===== src/rtl/conf_editor.sv =====
//------------------------------------------------------------------------------
// Module   : conf_editor
// Purpose  : Front-panel editor for the Morse configuration bank; browses
//            fields, edits BCD digits and writes the result back.
// Revision : 1.0 - initial release
//------------------------------------------------------------------------------
`default_nettype none

module conf_editor #(
    parameter int DIGITS = 6,
    parameter int FIELDS = 5
) (
    input  logic                  clk,
    input  logic                  rst,
    input  logic                  ce,
    input  logic                  btn_field,
    input  logic                  btn_digit,
    input  logic                  btn_inc,
    input  logic                  btn_dec,
    input  logic                  btn_enter,
    input  logic                  btn_cancel,
    output logic [2:0]            selected_index,
    input  logic [DIGITS*4-1:0]   selected_value,
    output logic [DIGITS*4-1:0]   selected_new_value,
    output logic                  selected_set,
    output logic [DIGITS*4-1:0]   display_value,
    output logic [2:0]            cursor,
    output logic                  editing,
    output logic                  reject
);

    // Pulses-per-unit must never be committed as zero.
    localparam logic [2:0] c_PPU_INDEX  = 3'd4;
    localparam logic [2:0] c_LAST_FIELD = 3'(FIELDS - 1);
    localparam logic [2:0] c_LAST_DIGIT = 3'(DIGITS - 1);

    typedef enum logic [1:0] {
        ST_BROWSE = 2'd0,
        ST_LOAD   = 2'd1,
        ST_EDIT   = 2'd2,
        ST_COMMIT = 2'd3
    } state_t;

    state_t                r_state;
    logic [2:0]            r_index;
    logic [DIGITS*4-1:0]   r_buf;
    logic [2:0]            r_cursor;
    logic                  r_set;
    logic                  r_editing;
    logic                  r_reject;

    logic                  w_act_cancel;
    logic                  w_act_enter;
    logic                  w_act_digit;
    logic                  w_act_inc;
    logic                  w_act_dec;
    logic                  w_act_field;
    logic [4:0]            w_digit_lsb;
    logic [3:0]            w_digit;
    logic [3:0]            w_digit_inc;
    logic [3:0]            w_digit_dec;
    logic                  w_guard;

    // Strict priority: only the highest-priority pressed button acts.
    assign w_act_cancel = btn_cancel;
    assign w_act_enter  = btn_enter & ~btn_cancel;
    assign w_act_digit  = btn_digit & ~btn_cancel & ~btn_enter;
    assign w_act_inc    = btn_inc   & ~btn_cancel & ~btn_enter & ~btn_digit;
    assign w_act_dec    = btn_dec   & ~btn_cancel & ~btn_enter & ~btn_digit & ~btn_inc;
    assign w_act_field  = btn_field & ~btn_cancel & ~btn_enter & ~btn_digit & ~btn_inc
                                    & ~btn_dec;

    assign w_digit_lsb = {r_cursor, 2'b00};
    assign w_digit     = r_buf[w_digit_lsb +: 4];

    // Non-BCD codes (A-F) snap to 0 on increment and 9 on decrement.
    assign w_digit_inc = (w_digit >= 4'd9) ? 4'd0 : w_digit + 4'd1;
    assign w_digit_dec = ((w_digit == 4'd0) || (w_digit > 4'd9)) ? 4'd9 : w_digit - 4'd1;

    assign w_guard = (r_index == c_PPU_INDEX) && (r_buf == '0);

    always_ff @(posedge clk or posedge rst) begin
        if (rst) begin
            r_state   <= ST_BROWSE;
            r_index   <= 3'd0;
            r_buf     <= '0;
            r_cursor  <= 3'd0;
            r_set     <= 1'b0;
            r_editing <= 1'b0;
            r_reject  <= 1'b0;
        end else if (ce) begin
            r_reject <= 1'b0;
            case (r_state)
                ST_BROWSE: begin
                    if (w_act_enter) begin
                        r_state   <= ST_LOAD;
                        r_editing <= 1'b1;
                    end else if (w_act_field) begin
                        r_index <= (r_index == c_LAST_FIELD) ? 3'd0 : r_index + 3'd1;
                    end
                end
                ST_LOAD: begin
                    r_buf    <= selected_value;
                    r_cursor <= 3'd0;
                    r_state  <= ST_EDIT;
                end
                ST_EDIT: begin
                    if (w_act_cancel) begin
                        r_state   <= ST_BROWSE;
                        r_editing <= 1'b0;
                    end else if (w_act_enter) begin
                        if (w_guard) begin
                            r_reject <= 1'b1;
                        end else begin
                            r_state <= ST_COMMIT;
                            r_set   <= 1'b1;
                        end
                    end else if (w_act_digit) begin
                        r_cursor <= (r_cursor == c_LAST_DIGIT) ? 3'd0 : r_cursor + 3'd1;
                    end else if (w_act_inc) begin
                        r_buf[w_digit_lsb +: 4] <= w_digit_inc;
                    end else if (w_act_dec) begin
                        r_buf[w_digit_lsb +: 4] <= w_digit_dec;
                    end
                end
                ST_COMMIT: begin
                    r_state   <= ST_BROWSE;
                    r_set     <= 1'b0;
                    r_editing <= 1'b0;
                end
                default: begin
                    r_state   <= ST_BROWSE;
                    r_set     <= 1'b0;
                    r_editing <= 1'b0;
                end
            endcase
        end
    end

    assign selected_index     = r_index;
    assign selected_new_value = r_buf;
    assign selected_set       = r_set;
    assign cursor             = r_cursor;
    assign editing            = r_editing;
    assign reject             = r_reject;
    assign display_value      = ((r_state == ST_EDIT) || (r_state == ST_COMMIT)) ? r_buf
                                                                                 : selected_value;

endmodule

`default_nettype wire

===== config.mk =====
export PLATFORM = sky130hd
export DESIGN_NAME = conf_editor
export DESIGN_NICKNAME = d
export VERILOG_FILES = /design/src/rtl/conf_editor.sv
export SDC_FILE = /design/constraint.sdc
export NUM_CORES = 1
export LEC_CHECK = 0
export BUFFER_PORTS_ARGS = -buffer_cell sky130_fd_sc_hd__buf_4
export CAP_MARGIN = 10
export CELL_PAD_IN_SITES_DETAIL_PLACEMENT = 1
export CELL_PAD_IN_SITES_GLOBAL_PLACEMENT = 1
export CORE_UTILIZATION = 30
export DETAILED_ROUTE_END_ITERATION = 7
export PLACE_DENSITY = 0.76
export SLEW_MARGIN = 20
export SYNTH_ARGS = -nofsm -noshare
export SYNTH_HDL_FRONTEND = slang
export SYNTH_SLANG_ARGS = --single-unit

===== constraint.sdc =====
create_clock -name clk -period 4.9 [get_ports clk]
set_input_delay 0.98 -clock clk [delete_from_list [all_inputs] [get_ports clk]]
set_output_delay 0.98 -clock clk [all_outputs]
set_load 0.005 [all_outputs]

==> summary.md <==
| Metric | Value |
|---|---|
| Share of cells above drive strength 1 | 37.37% |
| PnR worst setup slack | 1.471 ns |
| Nets | 430 |
| Initial antenna violation count | 0 |
| CTS tree | done |
| Diode count | 0 |
| Die Y | 96.32 um |
| Sw power | 0.0009427 W |
| Final ANT Viol Nets | 0 |
| Fraction of registers with async set/reset | 100.0% |
| Initial core utilization | 30.75% |
| Die area | 9278 um2 |
| First-pass GRT wire length | 15.08 mm |
| Slew Viols, Final | 0 |
| Final wirelength | 9.830 mm |
| Tightest Pin Transition | 0.9962 ns |
| Combinational Power Share | 57.3% |
| H-tree depth | 2 |
| RSZ-0062 raised after global routing | false |
| Std-Cell Rows | 34 |
| Switching Share | 45.03% |
| Via density per instance | 5.651 |
| Syn_nets | 343 |
| Clk_lat worst skew | 0.29 ns |
| DRC errors left | 0 |
| LEAKAGE | 1.522 nW |
| Tot GR Track Use | 22.00% |
| CTS Hold Bufs | 0 |
| CTS Sinks | 35 |
| Distinct cell type count after synthesis | 49 |
| Largest area contributor in the synthesized netlist | dfrtp_1 |
| Crit path DAT | 3.65 ns |
| Cell Area, Synth | 2669 um2 |
| Int Power | 0.001151 W |
| CTS root buf | clkbuf_8 |
| Final TNS setup | 0 ns |
| Worst setup SP type | register |
| Max VDD drop | 218.0 uV |
| Part of the Yosys area used for sequential elements | 32.82% |
| Seq pwr share | 29.3% |
| Post-cts sizing count | 0 |
| Pre-CTS WS | 1.496 ns |
| Detail Placement HPWL | 7.545 mm |
| Core Region | 8678 um2 |
| Vias in the first global route | 2744 |
| Number of top-level pins | 90 |
| DR pass1 iterations | 4 |
| Syn Area/Cell | 8.896 um2 |
| Crit share post-route | 69.99% |
| Yosys warning count | 0 |
| Worst Path Max Fanout | 17 |
| CP Class | reg -> reg |
| Tmin final | 3.429 ns |
| Total of max-cap violations | 0 |
| Top cell type's share of synthesized area | 32.82% |
| Fmax achieved | 291.6 MHz |
| Postcts setup bufs | 0 |
| EDFF count, synth | 0 |
| Worst slew margin | 33.58% |
| Min-delay worst type | reg -> reg |
| Hold Vio Cnt, Final | 0 |
| Initial drt markers | 149 |
| DR WL/cell | 19.82 um |
| Data required time at the worst endpoint | 5.12 ns |
| Die width | 96.32 um |
| Max Clock Skew | 0.004705 ns |
| Setup Viol. Count Final | 0 |
| Total CTS buffers | 5 |
| Top FF cell, synth | dfrtp_1 |
| Worst-path clk slew | 0.08 ns |
| Longest Clk Path Bufs | 2 |
| Top cells by area, synth | dfrtp_1 (33%), mux2_2 (15%), ha_1 (4.7%), a21oi_1 (3.9%), nand2_1 (3.7%) |
| FF+latch count, synth | 35 |
| Clock power frac | 13.3% |
| Largest net degree at the start of global routing | 36 |
| PortBufs | 89 |
| GR Overflow Total | 0 |
| Area delta synth->final | 33.24% |
| Status | completed |
| Fill cell count | 1050 |
| Crit. End Element | register |
| Cell Pwr Density | 588.7 nW/um2 |
| RePlAce Congestion | 0.8686 |
| Vias | 2803 |
| Synthesized netlist cell count | 300 |
## synthesized netlist by cell type (all sizes together) (6+ instances only)
cell / number
clkbuf: 8
nor3: 7
ha: 10
nor4: 8
nand3: 9
o32ai: 10
dfrtp: 35
a2bb2oi: 6
a21oi: 21
nor2b: 8
nor2: 22
nand2: 26
o21ai: 20
mux2: 37
inv: 15
## path summary, 6_finish.rpt
kind,from,endpoint,slack (ns),cells past startpoint
max reg2reg,cursor[0],selected_new_value[22],1.47,9
min,editing,editing,0.53,2
max,cursor[0],selected_new_value[22],1.47,9
min in group asynchronous,rst,selected_new_value[11],0.82,3
min reg2reg,editing,editing,0.53,2
max in group asynchronous,rst,editing,3.73,3
## through the flow
| stage | instance area (um2) | hold slack (ns) | util, % | total power (W) | std cells |
|---|---|---|---|---|---|
| detailed placement | 3438 | 0.5186 | 39.62 | 0.001804 | 488 |
| finish | 3556 | 0.5251 | 40.97 | 0.002094 | 496 |
| CTS | 3556 | 0.5347 | 40.97 | 0.002090 | 496 |
| global placement | 3438 | 0.4993 | 39.62 | 0.001756 | 488 |
| global route | 3556 | 0.5737 | 40.97 | 0.002232 | 496 |
| floorplan | 2669 | 0.4931 | - | 0.001252 | 300 |
## state kept, by name, indices dropped and copies added (netlist names)
register	flops
cursor	3
reject	1
r_state	2
editing	1
selected_new_value	24
selected_set	1
selected_index	3
## critical path: stages, from the launching register on
cell and delay [ns]:
dfrtp_1 0.73, mux2_1 0.38, a222oi_1 0.68, inv_1 0.11, ha_1 0.27, nand2b_1 0.16
a2111oi_0 0.48, a211oi_1 0.15, and2_1 0.24, a21oi_1 0.16
## placed cells by master, fill, tap and decap left out, types with 5 or more instances in the layout
master / netlist / final
a31oi_1: 5 / 5
nand2_1: 26 / 26
o32ai_1: 10 / 10
clkbuf_8: 0 / 6
dfrtp_1: 35 / 35
o21ai_1: 7 / 7
mux2_2: 35 / 35
inv_1: 15 / 15
nor4_1: 8 / 8
o21ai_0: 12 / 12
ha_1: 10 / 10
nor2b_1: 8 / 8
nor2_1: 22 / 22
nand3_1: 8 / 8
buf_4: 0 / 93
a2bb2oi_1: 5 / 5
and2_1: 5 / 5
nor3_1: 7 / 7
a21oi_1: 21 / 21
a22oi_1: 5 / 5
## area by class of cell
class,count,area (um2),area share [%]
Tap cell,108,135.1,3.800
Clock buffer,6,82.58,2.322
Clock inverter,2,35.03,0.9852
Timing Repair Buffer,93,698.2,19.63
Multi-Input combinational cell,237,1673,47.04
Sequential cell,35,875.8,24.63
Inverter,15,56.30,1.583
## kinds of logic (layout without fill, tap and decap cells)
family / count (synthesis) / after routing / synth area share, %
DFF: 35 / 35 / 32.82
muxes: 39 / 39 / 16.50
adders and majority gates: 10 / 10 / 4.688
buffers and inverters: 28 / 116 / 4.501
and+or+nand+nor: 102 / 102 / 19.93
AOI/OAI and AO/OA: 86 / 86 / 21.57
## routing by layer
| layer | vias to the layer above | track usage [%] | routed length [um] |
|---|---|---|---|
| met5 | - | 0 | 0 |
| met4 | 0 | 6.495 | 157 |
| met3 | 10 | 3.476 | 503 |
| met2 | 89 | 36.23 | 4841 |
| met1 | 1399 | 29.59 | 4328 |
| li1 | 1305 | - | - |
## power by group through the flow
stage               Combinational, W  Sequential, W  Clock [W]
floorplan                   0.000723       0.000529          0
global placement             0.00115       0.000610          0
detailed placement           0.00119       0.000615          0
CTS                          0.00120       0.000609   0.000284
global route                 0.00130       0.000633   0.000295
finish                       0.00120       0.000614   0.000279
No activity file was read; power rests on OpenSTA's default activity.
